## src/rtl/priority_fsm_pkg.sv

```systemverilog
// Shared types and defaults for the channel-dump sequencer.
package priority_fsm_pkg;

  // Default channel count for the coder datapath.
  localparam int N_CH_DEFAULT = 16;

  // Sequencer states; 2-bit encoding.
  typedef enum logic [1:0] {
    IDLE  = 2'd0,
    ARMED = 2'd1,
    DONE  = 2'd2
  } state_t;

endpackage

```

## src/rtl/prio_enc_onehot.sv

```systemverilog
// Lowest-set-bit one-hot encoder: bit 0 has the highest priority.
// Output is zero when no request bit is set. Purely combinational.
module prio_enc_onehot #(
  parameter int N = 16
) (
  input  logic [N-1:0] req,
  output logic [N-1:0] onehot
);

  // lower_any[k] is high when any request bit below index k is set.
  logic [N:0] lower_any;

  assign lower_any[0] = 1'b0;

  generate
    for (genvar gi = 0; gi < N; gi++) begin : g_bit
      // A bit wins only if nothing of higher priority is requesting.
      assign onehot[gi]        = req[gi] & ~lower_any[gi];
      assign lower_any[gi + 1] = lower_any[gi] | req[gi];
    end
  endgenerate

endmodule

```

## src/rtl/priority_fsm.sv

```systemverilog
// Channel-dump sequencer: latches a channel request mask on arm and
// releases one pending channel per dump strobe, lowest index first.
module priority_fsm
  import priority_fsm_pkg::*;
#(
  parameter int N_CH = N_CH_DEFAULT
) (
  input  logic            clk_i,
  input  logic            rst_i,
  input  logic [N_CH-1:0] ch_sel_i,
  input  logic            arm_i,
  input  logic            dump_i,
  output logic [N_CH-1:0] ch_sel_o,
  output logic            zero_o,
  output logic            cycle_done_o
);

  state_t          state_reg, state_next;
  logic [N_CH-1:0] pending_reg, pending_next;
  logic [N_CH-1:0] head;
  logic            arm_load;

  // Head channel of the pending set.
  prio_enc_onehot #(
    .N(N_CH)
  ) u_head_enc (
    .req    (pending_reg),
    .onehot (head)
  );

  // An arm with at least one channel requested starts a new dump cycle.
  assign arm_load = arm_i & (|ch_sel_i);

  // State and pending-mask registers.
  always_ff @(posedge clk_i or posedge rst_i) begin
    if (rst_i) begin
      state_reg   <= IDLE;
      pending_reg <= '0;
    end else begin
      state_reg   <= state_next;
      pending_reg <= pending_next;
    end
  end

  // Next-state logic; an arm always takes precedence over a dump.
  always_comb begin
    state_next   = state_reg;
    pending_next = pending_reg;
    unique case (state_reg)
      IDLE: begin
        if (arm_load) begin
          pending_next = ch_sel_i;
          state_next   = ARMED;
        end
      end
      ARMED: begin
        if (arm_i) begin
          // Re-arm replaces the mask; an empty mask drops back silently.
          pending_next = ch_sel_i;
          state_next   = arm_load ? ARMED : IDLE;
        end else if (dump_i) begin
          pending_next = pending_reg & ~head;
          state_next   = (pending_next == '0) ? DONE : ARMED;
        end
      end
      DONE: begin
        if (arm_load) begin
          pending_next = ch_sel_i;
          state_next   = ARMED;
        end else begin
          state_next = IDLE;
        end
      end
      default: begin
        state_next   = IDLE;
        pending_next = '0;
      end
    endcase
  end

  // Outputs decode registered state only; no input-to-output path.
  always_comb begin
    ch_sel_o     = (state_reg == ARMED) ? head : '0;
    zero_o       = (pending_reg == '0);
    cycle_done_o = (state_reg == DONE);
  end

endmodule

```

## config.mk

```make
export PLATFORM = sky130hd
export DESIGN_NAME = priority_fsm
export DESIGN_NICKNAME = d
export VERILOG_FILES = /design/src/rtl/priority_fsm_pkg.sv /design/src/rtl/prio_enc_onehot.sv /design/src/rtl/priority_fsm.sv
export SDC_FILE = /design/constraint.sdc
export NUM_CORES = 1
export LEC_CHECK = 0
export ABC_AREA = 1
export ABC_CLOCK_PERIOD_IN_PS = 2800
export CORE_ASPECT_RATIO = 0.6
export CORE_MARGIN = 8
export CORE_UTILIZATION = 52
export CTS_BUF_LIST = sky130_fd_sc_hd__clkbuf_8 sky130_fd_sc_hd__clkbuf_16
export DETAILED_ROUTE_END_ITERATION = 8
export PLACE_DENSITY = 0.85
export SLEW_MARGIN = 20
export SYNTH_ARGS = -nofsm -noshare
export SYNTH_HDL_FRONTEND = slang
export SYNTH_SLANG_ARGS = --single-unit
```

## constraint.sdc

```tcl
create_clock -name clk_i -period 2.8 [get_ports clk_i]
set_clock_uncertainty 0.1 [all_clocks]
set_input_delay 0.56 -clock clk_i [delete_from_list [all_inputs] [get_ports clk_i]]
set_output_delay 0.56 -clock clk_i [all_outputs]
set_load 0.05 [all_outputs]
```

==> flow_summary.json, run 1 <==
{
  "antenna_found_initial": 0,
  "rows": 14,
  "outcome": "complete, no violations",
  "dr.first_iter.drc_count": 238,
  "muxShareOfSynthArea": 0,
  "critPathLaunchType": "register",
  "drive_gt1_frac": 0.151,
  "grtUsageTotal": 0.185,
  "grt_pass1_vias": 1451,
  "drv_cap": 0,
  "synth_xor_xnor_area_share": 0,
  "clock_latency_ps": 250,
  "nets": 279,
  "placedCellCount": 286,
  "holdCritPathClass": "reg -> reg",
  "synth_edf_count": 0,
  "hold_violations": 0,
  "cp_max_fo": 5,
  "cts_post_setup_buffers_inserted": 0,
  "dieWidth_um": 83.1,
  "drt_first_pass_iters": 5,
  "cts-root-buf": "clkbuf_8",
  "maxSlewViolCount": 0,
  "finalSetupViolCount": 0,
  "grt_overflow_total": 0,
  "cts.sink_count": 18,
  "ir_worst_vdd_mv": 0.426,
  "async_flop_share": 1.00,
  "ys_seq_area_frac": 0.321,
  "final_cell_mix": "42 x inv_1, 42 x nand2_1, 34 x nor2_1, 20 x clkdlybuf4s50_1, 18 x dfrtp_1",
  "cts_resized": 0,
  "fin_cells": 290,
  "cp.arrival_ps": 2010,
  "io_pins": 38,
  "post-route-min-period_ps": 2670,
  "cp-end-kind": "output pin",
  "synthAdderAreaFrac": 0,
  "initial_core_util": 0.553,
  "grt_pass1_wl_um": 7240,
  "rsz0062_at_grt": "false",
  "h-tree-depth": 1,
  "syn-num-nets": 240,
  "dp_hpwl_um": 3290,
  "cts_tree": "done",
  "ctsHoldBuffers": 0,
  "wl_per_cell_um": 14.5,
  "tightest_slew_ps": 696,
  "path_clk_slew_ps": 70,
  "ys_ff_latch": 18,
  "synth.avg_cell_area_um2": 6.39,
  "io_buffers": 37,
  "diodes": 0,
  "yosysWarnings": 0,
  "synth_ff_type": "dfrtp_1",
  "ant_nets": 0,
  "rr_startpoint": "pending_reg[1]",
  "path_class": "reg -> out",
  "syn2layout_area_growth_pct": 43.8,
  "fin_crit_sh": 0.952,
  "tns_ps": 0,
  "fmax_ghz": 0.375,
  "max_slew_margin": 0.535,
  "via_per_inst": 5.48,
  "min_from": "pending_reg[8]",
  "syn_inst": 220,
  "grt_max_degree": 19,
  "vias": 1590,
  "drc": 0,
  "fp.dieH_um": 56.3,
  "cp.required_ps": 2140,
  "cts_buffer_depth": 2,
  "syn_area_um2": 1410,
  "synth_cell_types": 26,
  "place.gp.congestion": 0.905,
  "power_leakage_nw": 1.01,
  "synth_compound_area_frac": 0.168,
  "largest_register_ffs": 16,
  "numCtsBuffers": 3,
  "synth_top_family_by_area": "simple AND/OR/NAND/NOR gates",
  "startpoint": "pending_reg[1]",
  "die-area_um2": 4680,
  "coreArea_um2": 2540,
  "powerDensity_nw_per_um2": 426,
  "wirelength_um": 4210,
  "synthSimpleGateAreaFrac": 0.374
}
-- cells in the mapped netlist (3+ instances only) --
library cell,instances,share of area
clkbuf_1,3,0.0080
inv_1,42,0.11
a22oi_1,3,0.016
a21oi_1,9,0.032
o22ai_1,3,0.013
o21ai_1,5,0.018
inv_2,3,0.0080
dfrtp_1,18,0.32
nand3_1,10,0.036
nand4_1,5,0.022
nor2_4,3,0.024
o21ai_0,17,0.061
nor4_1,3,0.013
nor2_1,35,0.094
nor3_1,7,0.025
nand2_1,42,0.11
-- area by class of cell --
| type | instances | area, um2 |
|---|---|---|
| Clock buffer | 4 | 55.1 |
| Inverter | 45 | 169 |
| Multi-Input combinational cell | 152 | 788 |
| Sequential cell | 18 | 450 |
| Timing Repair Buffer | 39 | 518 |
| Fill cell | 201 | 519 |
| Tap cell | 32 | 40.0 |
-- where the power goes --
part           total, mW  switching (mW)  internal, mW
Sequential         0.329          0.0367         0.292
Clock              0.216          0.0913         0.125
Combinational      0.315           0.189         0.125
Total              0.860           0.317         0.543
-- metrics by stage --
step	area [um2]	setup slack, ps	utilization	hold slack (ps)	power, mW
finish	2020	134	0.796	420	0.860
detailed placement	1960	305	0.773	398	0.642
CTS	2020	139	0.795	416	0.856
floorplan	1430	59.7	-	367	0.522
global placement	1960	373	0.773	393	0.635
global route	2020	18.9	0.796	457	0.913
-- critical path, cell delays in order (launching register included) --
cell and delay, ps:
dfrtp_1 460, nor2_4 200, nand2_4 110, nor2_8 150, nand4_1 190, nor2_2 170
inv_1 100, nor3_2 190, buf_12 170
-- final timing paths --
path | end | slack (ps) | depth (start not counted)
max in group asynchronous | pending_reg[1] | 1550 | 2
max | ch_sel_o[14] | 130 | 8
max reg2reg | state_reg[0] | 900 | 10
min in group asynchronous | pending_reg[4] | 610 | 2
min reg2reg | pending_reg[8] | 420 | 2
min | pending_reg[8] | 420 | 2
-- routing by layer --
layer / part of all wire / GRT usage / up-vias
met2: 0.43 / 0.279 / 105
met3: 0.13 / 0.0619 / 2
met5: 0 / 0 / -
li1: - / - / 778
met1: 0.44 / 0.253 / 705
met4: 0.0033 / 0.0224 / 0
-- kinds of logic after synthesis --
family | Yosys count
and+or+nand+nor | 110
buffers and inverters | 50
AOI/OAI and AO/OA | 42
DFF | 18
Power figures use the tool's default switching activity.
==> run 2: changes to the inputs <==
TNS_END_PERCENT = 1   (was default)
==> run 2 against run 1 <==
  * Via count increased by 4.5%
  * Non-clock buffer count grew 3
  * Critical endpoint unchanged
  * Die area did not move
==> flow_summary.json, run 2 (synthesis results as in run 1) <==
{
  "cts.sink_count": 18,
  "whs_path_depth": 2,
  "cp-end-kind": "output pin",
  "cp_max_fo": 5,
  "post-route-min-period_ps": 2640,
  "drv_cap": 0,
  "fp.dieH_um": 56.3,
  "rr_startpoint": "pending_reg[1]",
  "initial_core_util": 0.553,
  "numCtsBuffers": 3,
  "grtUsageTotal": 0.183,
  "h-tree-depth": 1,
  "grt_pass1_wl_um": 7280,
  "cp.required_ps": 2140,
  "wl_per_cell_um": 15.2,
  "diodes": 0,
  "outcome": "complete, no violations",
  "reg2reg_slack_ps": 910,
  "vias": 1662,
  "powerDensity_nw_per_um2": 411,
  "grt_pass1_vias": 1520,
  "antenna_found_initial": 0,
  "fin_crit_sh": 0.943,
  "final_cell_area_um2": 2010,
  "rsz0062_at_grt": "false",
  "coreArea_um2": 2540,
  "cts-root-buf": "clkbuf_8",
  "drive_gt1_frac": 0.146,
  "min_from": "pending_reg[8]",
  "io_buffers": 37,
  "finalSetupViolCount": 0,
  "max_slew_margin": 0.514,
  "dieWidth_um": 83.1,
  "maxSlewViolCount": 0,
  "holdCritPathClass": "reg -> reg",
  "hold_violations": 0,
  "dr.first_iter.drc_count": 167,
  "syn2layout_area_growth_pct": 43.4,
  "cts_buffer_depth": 2,
  "final_cell_mix": "42 x inv_1, 42 x nand2_1, 35 x nor2_1, 20 x clkdlybuf4s50_1, 18 x dfrtp_1",
  "critPathLaunchType": "register",
  "cts_tree": "done",
  "drc": 0,
  "power_leakage_nw": 1.02,
  "r2r_cells": 10,
  "die-area_um2": 4680,
  "place.gp.congestion": 1.02,
  "ant_nets": 0,
  "path_clk_slew_ps": 70,
  "path_class": "reg -> out",
  "placed_cell_area_um2": 1970,
  "dp_hpwl_um": 3440,
  "clock_latency_ps": 260,
  "drt_first_pass_iters": 6,
  "largest_register_ffs": 16,
  "ir_worst_vdd_mv": 0.333,
  "fmax_ghz": 0.379,
  "io_pins": 38,
  "via_per_inst": 5.69,
  "nets": 282,
  "tightest_slew_ps": 728,
  "grt_max_degree": 19,
  "holdPathEnd": "pending_reg[8]",
  "rows": 14,
  "cts_post_setup_buffers_inserted": 0,
  "grt_overflow_total": 0,
  "tns_ps": 0,
  "wirelength_um": 4440,
  "cp.arrival_ps": 1980,
  "r2r_end": "state_reg[0]"
}
==> run 2: cell count changes in the layout (fill, tap and decap cells not counted) <==
| cell | delta |
|---|---|
| buf_4 | +3 |
| clkbuf_8 | -1 |
| nor2_1 | +1 |
| nor2_2 | -1 |
| nor4_1 | +2 |
| nor4_2 | -2 |
==> run 2: area by class of cell <==
class / instances / area (um2)
Multi-Input combinational cell: 152 / 773
Timing Repair Buffer: 42 / 541
Fill cell: 187 / 526
Sequential cell: 18 / 450
Inverter: 45 / 169
Clock buffer: 3 / 41.3
Tap cell: 32 / 40.0
==> run 2: layer usage <==
metal / GRT usage / part of all wire / wire (um)
met1: 0.248 / 0.43 / 1910
met2: 0.278 / 0.43 / 1890
met3: 0.0576 / 0.13 / 557
met4: 0.0348 / 0.016 / 72
met5: 0 / 0 / 0
==> run 2: timing repair <==
action	in CTS	in global routing
resized for setup	0	1
setup endpoints to repair	0	1
hold endpoints to repair	0	0
hold buffers	0	0
==> run 2: through the flow <==
step | hold slack (ps) | instances | total power, mW | utilization | setup slack [ps]
after floorplan | 367 | 220 | 0.520 | - | -237
after global placement | 392 | 289 | 0.634 | 0.775 | 466
after detailed placement | 395 | 289 | 0.642 | 0.775 | 334
after CTS | 415 | 292 | 0.822 | 0.791 | 55.4
after global routing | 464 | 292 | 0.870 | 0.793 | 20.2
final | 411 | 292 | 0.828 | 0.793 | 159
==> run 2: worst max-delay path by stage <==
stage,startpoint,end,slack [ps],cells after the start
after floorplan,pending_reg[1],ch_sel_o[12],-240,5
after global placement,pending_reg[1],ch_sel_o[14],470,8
after detailed placement,pending_reg[1],ch_sel_o[14],330,8
after CTS,pending_reg[1],ch_sel_o[14],60,8
after global routing,pending_reg[1],zero_o,20,8
final,pending_reg[1],ch_sel_o[14],160,8
==> run 2: where the power goes <==
part | internal [mW] | total, mW | leakage, nW | switching, mW
registers | 0.293 | 0.326 | 0.217 | 0.0333
logic | 0.127 | 0.319 | 0.777 | 0.192
clock network | 0.0957 | 0.182 | 0.0216 | 0.0866
total | 0.516 | 0.828 | 1.02 | 0.312
==> run 2: critical path, cell delays in order, from the launching register on <==
cell	delay (ps)
dfrtp_1	450
nor2_4	200
nand2_4	110
nor2_8	140
nand4_1	140
nor2_1	200
inv_1	110
nor3_2	190
buf_12	170
